`src/rtl/snake_defs.sv`:
```
// Shared snake definitions: direction codes, axis helper and game state encodings.
package snake_defs;
    localparam int DIR_W = 2;
    typedef logic [DIR_W-1:0] dir_t;

    localparam dir_t DIR_X0 = 2'd0;
    localparam dir_t DIR_X1 = 2'd1;
    localparam dir_t DIR_Y0 = 2'd2;
    localparam dir_t DIR_Y1 = 2'd3;

    typedef enum logic [1:0] {
        GS_IDLE = 2'd0,
        GS_RUN  = 2'd1,
        GS_OVER = 2'd2
    } game_state_t;

    function automatic logic dir_axis(input dir_t d);
        return d[1];
    endfunction
endpackage

```
`src/rtl/move_scheduler_key_debounce.sv`:
```
// One raw active-low key: 2-flop synchronizer, stable-low debounce and a single press pulse per press.
module key_debounce #(
    parameter int DEB_CYC = 1_000_000
) (
    input  logic sys_clk,
    input  logic sys_rst_n,
    input  logic key,
    output logic press
);
    localparam int CW = $clog2(DEB_CYC + 1);

    logic          key_s1;
    logic          key_s2;
    logic          armed;
    logic [CW-1:0] deb_cnt;

    // Down-counter reloads while the key reads high; reaching zero while low fires once and disarms.
    always_ff @(posedge sys_clk or negedge sys_rst_n) begin
        if (!sys_rst_n) begin
            key_s1  <= 1'b0;
            key_s2  <= 1'b0;
            armed   <= 1'b0;
            deb_cnt <= '0;
            press   <= 1'b0;
        end else begin
            key_s1 <= key;
            key_s2 <= key_s1;
            press  <= 1'b0;
            if (key_s2) begin
                armed   <= 1'b1;
                deb_cnt <= CW'(DEB_CYC);
            end else if (armed) begin
                if (deb_cnt == '0) begin
                    press <= 1'b1;
                    armed <= 1'b0;
                end else begin
                    deb_cnt <= deb_cnt - CW'(1);
                end
            end
        end
    end
endmodule

```
`src/rtl/move_scheduler.sv`:
```
// Snake heading scheduler: debounced keys feed a 2-deep turn queue popped once per movement step.
module move_scheduler
    import snake_defs::*;
#(
    parameter int STEP_CYC = 10_000_000,
    parameter int DEB_CYC  = 1_000_000
) (
    input  logic       sys_clk,
    input  logic       sys_rst_n,
    input  logic [3:0] key,
    input  logic       pengzhuang,
    input  logic       pengzhuang2,
    output logic [2:0] direction,
    output logic       step,
    output logic [1:0] game_state,
    output logic [1:0] q_level
);
    localparam int TW = $clog2(STEP_CYC);

    logic [3:0]    press;
    logic          press_any;
    dir_t          press_dir;
    game_state_t   state;
    dir_t          dir_q;
    dir_t          q_head;
    dir_t          q_tail;
    logic [1:0]    q_cnt;
    logic [TW-1:0] timer;

    logic          tc;
    logic          pop;
    dir_t          dir_pp;
    dir_t          head_pp;
    logic [1:0]    cnt_pp;
    dir_t          ref_dir;
    logic          accept;

    for (genvar gi = 0; gi < 4; gi++) begin : g_key
        key_debounce #(.DEB_CYC(DEB_CYC)) u_deb (
            .sys_clk   (sys_clk),
            .sys_rst_n (sys_rst_n),
            .key       (key[gi]),
            .press     (press[gi])
        );
    end

    assign press_any = |press;

    always_comb begin
        casez (press)
            4'b???1: press_dir = DIR_X0;
            4'b??10: press_dir = DIR_X1;
            4'b?100: press_dir = DIR_Y0;
            default: press_dir = DIR_Y1;
        endcase
    end

    // Pop happens before validation, so a press is checked against the post-pop plan.
    always_comb begin
        tc      = (timer == TW'(STEP_CYC - 1));
        pop     = tc && (q_cnt != 2'd0);
        dir_pp  = pop ? q_head : dir_q;
        head_pp = pop ? q_tail : q_head;
        cnt_pp  = pop ? q_cnt - 2'd1 : q_cnt;
        ref_dir = (cnt_pp != 2'd0) ? q_tail : dir_pp;
        accept  = press_any && (dir_axis(press_dir) != dir_axis(ref_dir)) && (cnt_pp != 2'd2);
    end

    // state   | meaning
    // GS_IDLE | waiting for any press to start, heading 0, timer parked
    // GS_RUN  | stepping, queueing turns, watching collision flags
    // GS_OVER | frozen after collision, any press returns to idle
    always_ff @(posedge sys_clk or negedge sys_rst_n) begin
        if (!sys_rst_n) begin
            state  <= GS_IDLE;
            dir_q  <= DIR_X0;
            q_head <= DIR_X0;
            q_tail <= DIR_X0;
            q_cnt  <= 2'd0;
            timer  <= '0;
            step   <= 1'b0;
        end else begin
            step <= 1'b0;
            unique case (state)
                GS_IDLE: begin
                    timer <= '0;
                    if (press_any) state <= GS_RUN;
                end
                GS_RUN: begin
                    if (pengzhuang || pengzhuang2) begin
                        state <= GS_OVER;
                        dir_q <= DIR_X0;
                        q_cnt <= 2'd0;
                        timer <= '0;
                    end else begin
                        timer <= tc ? '0 : timer + TW'(1);
                        step  <= tc;
                        dir_q <= dir_pp;
                        if (accept) begin
                            q_cnt  <= cnt_pp + 2'd1;
                            q_tail <= press_dir;
                            q_head <= (cnt_pp == 2'd0) ? press_dir : head_pp;
                        end else begin
                            q_cnt  <= cnt_pp;
                            q_head <= head_pp;
                        end
                    end
                end
                GS_OVER: begin
                    if (press_any) state <= GS_IDLE;
                end
                default: state <= GS_IDLE;
            endcase
        end
    end

    assign direction  = {1'b0, dir_q};
    assign game_state = state;
    assign q_level    = q_cnt;
endmodule

```
`config.mk`:
```
export PLATFORM = sky130hd
export DESIGN_NAME = move_scheduler
export DESIGN_NICKNAME = d
export VERILOG_FILES = /design/src/rtl/snake_defs.sv /design/src/rtl/move_scheduler_key_debounce.sv /design/src/rtl/move_scheduler.sv
export SDC_FILE = /design/constraint.sdc
export NUM_CORES = 1
export LEC_CHECK = 0
export ABC_AREA = 1
export BUFFER_PORTS_ARGS = -buffer_cell sky130_fd_sc_hd__buf_2
export CORE_AREA = 2 2 177 110
export CTS_BUF_LIST = sky130_fd_sc_hd__clkbuf_8
export DETAILED_ROUTE_END_ITERATION = 8
export DIE_AREA = 0 0 179 112
export SLEW_MARGIN = 20
export SYNTH_ARGS = -nofsm -noshare
export SYNTH_HDL_FRONTEND = slang
export SYNTH_SLANG_ARGS = --single-unit
```
`constraint.sdc`:
```
create_clock -name sys_clk -period 7.4 [get_ports sys_clk]
set_clock_uncertainty 0.05 [all_clocks]
set_input_delay 0.74 -clock sys_clk [delete_from_list [all_inputs] [get_ports sys_clk]]
set_output_delay 0.74 -clock sys_clk [all_outputs]
set_load 0.005 [all_outputs]
```
======== Yosys cells after proc, flatten, opt, wreduce, memory -nomap -nowiden ========
Cells that the tools add are included.
word-level totals
  register bits ........................... 131
  output and inout port bits .............. 8
  word-level logic and storage cells ...... 129
operators by class
  $add $sub $neg .......................... 7
  equality and inequality tests ........... 14
  mux-type cells .......................... 55
  bitwise operators ....................... 1
  reduce and logical (&&, ||, !) cells .... 25
operators by type and width
  kind                   count
  $mux 20                12
  $logic_not 20->1       4
  $sub 20x1->20 const B  4
  $mux 24                2
  $pmux 24 s2            1
  $mux 1                 26
  $add 24x1->24 const B  1
  $eq 24x24->1 const B   1
  $mux 2                 12
  $reduce_bool 2->1      7
  $pmux 2 s3             2
  $reduce_and 2->1       5
  $ne 2x1->1 const B     4
  $ne 2x2->1 const B     4
  $reduce_and 3->1       2
  $eq 2x2->1 const B     2
  $logic_not 2->1        2
  $reduce_or 4->1        1
  $eq 3x3->1 const B     1
  $logic_and 1x1->1      3
  $add 2x1->2 const B    1
  $eq 2x1->1 const B     1
  $sub 2x1->2 const B    1
  $logic_or 1x1->1       1
  other kinds (2)        2

======== Depth between registers and ports, before layout ========
  depth after elaboration ................. 10
  gate-level depth with buffers ........... 19

======== Hierarchy ========
A second synthesis with hierarchy kept.
unflattened totals
  cells, all modules ...................... 1,121
  area total of the unflattened synthesis .. 8,211.6 sq um
by module, submodules not included
  module                             times used  cells each  area each (sq um)
  key_debounce (g_key[1].u_deb ...)  3           206         1,507.7
  move_scheduler                     1           296         2,173.3
  key_debounce (g_key[0].u_deb)      1           207         1,515.2

======== Worst setup path after synthesis ========
No wires, ideal clock.
  kind .................................... flip-flop to flip-flop
  start point ............................. register timer[0]
  end point ............................... register q_tail[1]
  library setup time ...................... 0.076 ns
  data arrival time ....................... 2.210 ns
  required time ........................... 7.274 ns
  path slack .............................. 5.064 ns
  stages on the path, launching flop included .. 17
  cell sequence ........................... dfrtp_1 > ha_1 > nand3_2 > clkinv_2 > nand2_2 > nor2_4 > nand3_4 > xor2_1 > ha_1 > inv_1 > nand2_1 > nand3_2 > nand2_4 > nand2_4 > nor2_4 > nand2_1 > o21ai_1
on the way
  cells in the longest elaborated chain, start to end .. 9
  elaborated cells on any way between the ends .. 11
  those cells by class .................... 3 x eq/ne; 3 x mux; 5 x reduce/logical
ends and longest elaborated chain
  what                            line                   source
  start, declared                 move_scheduler.sv:28   logic [TW-1:0] timer;
  start signal, assigned          move_scheduler.sv:96   timer <= tc ? '0 : timer + TW'(1);
  $eq 24x24->1 (*)                move_scheduler.sv:60   tc = (timer == TW'(STEP_CYC - 1));
  $logic_and 1x1->1 (*)           move_scheduler.sv:61   pop = tc && (q_cnt != 2'd0);
  $mux 2                          move_scheduler.sv:64   cnt_pp = pop ? q_cnt - 2'd1 : q_cnt;
  $reduce_bool 2->1               move_scheduler.sv:65   ref_dir = (cnt_pp != 2'd0) ? q_tail : dir_pp;
  $mux 2                          move_scheduler.sv:65
  $ne 1x1->1                      move_scheduler.sv:66   accept = press_any && (dir_axis(press_dir) != dir_axis(ref_dir)) && (cnt_pp != 2'd2);
  $logic_and 1x1->1               move_scheduler.sv:66
  $logic_and 1x1->1 (*)           move_scheduler.sv:66
  $reduce_and 3->1 (no line) (*)  n/a
  end signal, assigned            move_scheduler.sv:101  q_tail <= press_dir;
  end, declared                   move_scheduler.sv:26   dir_t q_tail;
Mark *: on every way between the ends. The rest lies on a longest branch, timed or not.
A chain may end at the register's enable or synchronous reset.

======== Worst setup path in the final report ========
Same ends and word-level chain as after synthesis.

==> out/results.tsv <==
stage	metric	value	unit
power_and_ir_drop	total_power	0.00164	W
grt	grt-ovfl-total	0	
setup_path	worstPathCellList	ha_1 -> nand3_2 -> clkinv_2 -> nand2_2 -> nor2_4 -> nand3_4 -> xor2_1 -> ha_1 -> inv_1 -> nand2_1 -> nand3_2 -> nand2_4 -> nand2_4 -> nor2_4 -> nand2_1 -> o21ai_1	
cells_and_area	diodes	0	
power_and_ir_drop	clkPwrFrac	0.348	
timing	setup_viol	0	
clock_network	postCtsSetupBuffers	0	
setup_path	cpMaxStageDelayCell	dfrtp_1	
cells_and_area	seq_area	0.00328	mm²
timing	rsz0062_at_grt	no	
cells_and_area	final_layout_size_suffix_gt1_frac	0.107	
synth	yosys_warnings	0	
clock_network	cts_max_level	4	
cells_and_area	final_util	0.429	
cells_and_area	final_cell_count_no_fill	1217	
timing	fin_crit_sh	0.358	
grt	grt_usage	0.178	
grt	antenna_found_initial	0	
routing	drt_first_iter_violations	554	
grt	grt_pass1_wl	28200	µm
floorplanning	num_rows	39	
power_and_ir_drop	ir_drop	0.106	mV
timing	drv_slew	0	
place	routabilityCongestion	0.881	
clock_network	cts_tree	built	
cells_and_area	fin_nets	974	
floorplanning	core_area	0.0185	mm²
cells_and_area	fillers	1859	
setup_path	max_stage_delay	390	ps
clock_network	ctsRootBufferMaster	clkbuf_8	
flow_run	drv_cap	0	
worst_hold_path	hold_path.class	in2async	
setup_path	cp_num_buf_inv	2	
routing	routedWlPerCell	13.1	µm
clock_network	ctsHoldBuffers	0	
place	portBuffers	14	
synth	avgSynthCellArea	7.75	µm²
power_and_ir_drop	intPower	0.00111	W
synth	ys_seq_area_frac	0.453	
routing	drt_first_pass_iters	5	
clock_network	cts_inserted_buffers	17	
synth	async_reset_ff_frac	1.00	
clock_network	cts.path.max_buffers	2	
power_and_ir_drop	switchingPower	0.000537	W
floorplanning	die_y	112	µm
clock_network	clock_latency	450	ps
cells_and_area	final_cell_mix	nand2_1 (166), inv_1 (136), nor2_1 (132)	
setup_path	required	7740	ps
synth	synth-edff-count	0	
synth	synth_area	0.00724	mm²
floorplanning	ios	16	
routing	drc	0	
synth	synth-seq-cells	131	
grt	grt_max_degree	68	
power_and_ir_drop	power_frac_seq	0.486	
setup_path	worstSetupPathType	reg2reg	
routing	avgViaCountPerCell	4.96	
outcome	status	finished, final reports clean	
cells_and_area	multi_input_area	0.00332	mm²
routing	vias	6038	
grt	grt_pass1_vias	5667	
place	dp_hpwl	11800	µm
timing	max_freq	377	MHz
setup_path	endpoint_kind	flop	
power_and_ir_drop	comb_power_share	0.165	
routing	drt_wl_total	16000	µm
cells_and_area	area_growth	9.57	%
timing	tns	0	ps
setup_path	cp.arrival	2990	ps
timing	period_needed	2650	ps
floorplanning	design.die.area	0.0200	mm²
power_and_ir_drop	leakagePower	3.50	nW
setup_path	reg2reg_depth	16	
clock_network	cts_resized	0	
clock_network	cts.sinks	131	
floorplanning	fp.dieW	179	µm
cells_and_area	layout_commonest_cell	nand2_1	
synth	synth.distinct_cells	48	
routing	postRouteAntennaNets	0	
setup_path	crit_cells	16	
timing	hold_viol	0	
floorplanning	initial_utilization	0.392	
place	placedCellCount	1185	
power_and_ir_drop	swShare	0.327	
timing	slew_headroom	0.450	
setup_path	path_max_fanout	9	
synth	syn_nets	951	
synth	synth_cells	935	
setup_path	start_kind	flop	
clock_network	clk_pin_slew	80	ps
power_and_ir_drop	power.density	207	mW/mm²
setup_path	critPathTopFamily	simple AND/OR/NAND/NOR gates	
timing	worst_pin_slew	826	ps
synth	ys.flop_type	dfrtp_1	
worst paths after layout:
| path | startpoint | to | slack [ps] |
|---|---|---|---|
| hold reg to reg | g_key[0].u_deb.key_s1 | g_key[0].u_deb.key_s2 | 300 |
| setup / recovery | timer[0] | q_tail[1] | 4750 |
| setup reg to reg | timer[0] | q_tail[1] | 4750 |
| max in group asynchronous | sys_rst_n | g_key[3].u_deb.deb_cnt[17] | 5810 |
| min in group sys_clk | g_key[0].u_deb.key_s1 | g_key[0].u_deb.key_s2 | 300 |
| hold / removal | sys_rst_n | timer[20] | 230 |
sequential cells by signal, summed over array words and instances, names as in the netlist:
signal,cells
dir_q,2
g_key.u_deb.armed,4
g_key.u_deb.deb_cnt,80
g_key.u_deb.key_s1,4
g_key.u_deb.key_s2,4
g_key.u_deb.press,4
game_state,2
q_head,2
q_level,2
q_tail,2
step,1
timer,24
power by group through the flow:
stage / combinational (W) / clock [W] / sequential [W]
2_1_floorplan: 0.000210 / 0 / 0.000800
3_3_place_gp: 0.000268 / 0 / 0.000813
3_5_place_dp: 0.000271 / 0 / 0.000812
4_1_cts: 0.000272 / 0.000594 / 0.000799
5_1_grt: 0.000314 / 0.000628 / 0.000807
6_report: 0.000271 / 0.000572 / 0.000799
synth_stat cells, types with 3 or more instances:
| master | instances | share of area |
|---|---|---|
| inv_2 | 13 | 0.0067 |
| nor2_4 | 5 | 0.0078 |
| nand3b_1 | 4 | 0.0041 |
| o31ai_1 | 13 | 0.013 |
| nand3_1 | 47 | 0.032 |
| nor2_1 | 132 | 0.068 |
| nand2_1 | 166 | 0.086 |
| clkbuf_1 | 3 | 0.0016 |
| nor3_2 | 4 | 0.0055 |
| nor2_2 | 6 | 0.0052 |
| o21a_1 | 4 | 0.0041 |
| a21oi_1 | 49 | 0.034 |
| o21ai_0 | 55 | 0.038 |
| nand2_2 | 9 | 0.0078 |
| nand4_1 | 22 | 0.019 |
| nand3_2 | 5 | 0.0069 |
| buf_2 | 4 | 0.0028 |
| nor3_1 | 26 | 0.018 |
| a31oi_1 | 6 | 0.0052 |
| nor4_1 | 15 | 0.013 |
| o21ai_1 | 14 | 0.0097 |
| xor2_1 | 22 | 0.027 |
| nor3b_1 | 4 | 0.0041 |
| nand2_4 | 4 | 0.0062 |
| dfrtp_1 | 131 | 0.45 |
| ha_1 | 8 | 0.014 |
| inv_1 | 135 | 0.070 |
metrics by stage:
stage / worst slack [ps] / instance area (µm²) / hold slack, ps
after CTS: 4740 / 7940 / 231
after global routing: 4380 / 7940 / 258
final: 4750 / 7940 / 226
after detailed placement: 4770 / 7570 / 286
after floorplan: 5060 / 7240 / 281
after global placement: 4850 / 7570 / 282
cells by family (layout without fill, tap and decap cells):
kind of cell,count (synthesis),count (layout),synth area share
AND/OR/NAND/NOR,458,458,0.301
buffers and inverters,163,199,0.0889
AO/OA/AOI/OAI,150,150,0.114
flip-flops,131,131,0.453
XOR/XNOR,24,24,0.0290
adder cells (fa/ha/maj),8,8,0.0138
other,1,1,0.000518
area by class of cell:
type / instances / share of cell area
multi-input cells: 641 / 0.419
flip-flops and latches: 131 / 0.413
inverters: 152 / 0.0725
well taps: 246 / 0.0388
clock buffers: 17 / 0.0295
clock inverters: 15 / 0.0172
repair buffers: 15 / 0.0106
per-layer routing:
metal,global-route usage,part of all wire,up-vias
met2,0.219,0.36,136
met1,0.296,0.58,2805
met3,0.0458,0.055,12
met5,0,0,-
met4,0.0450,0.0089,0
li1,-,-,3085
(Power assumes the default switching activity.)
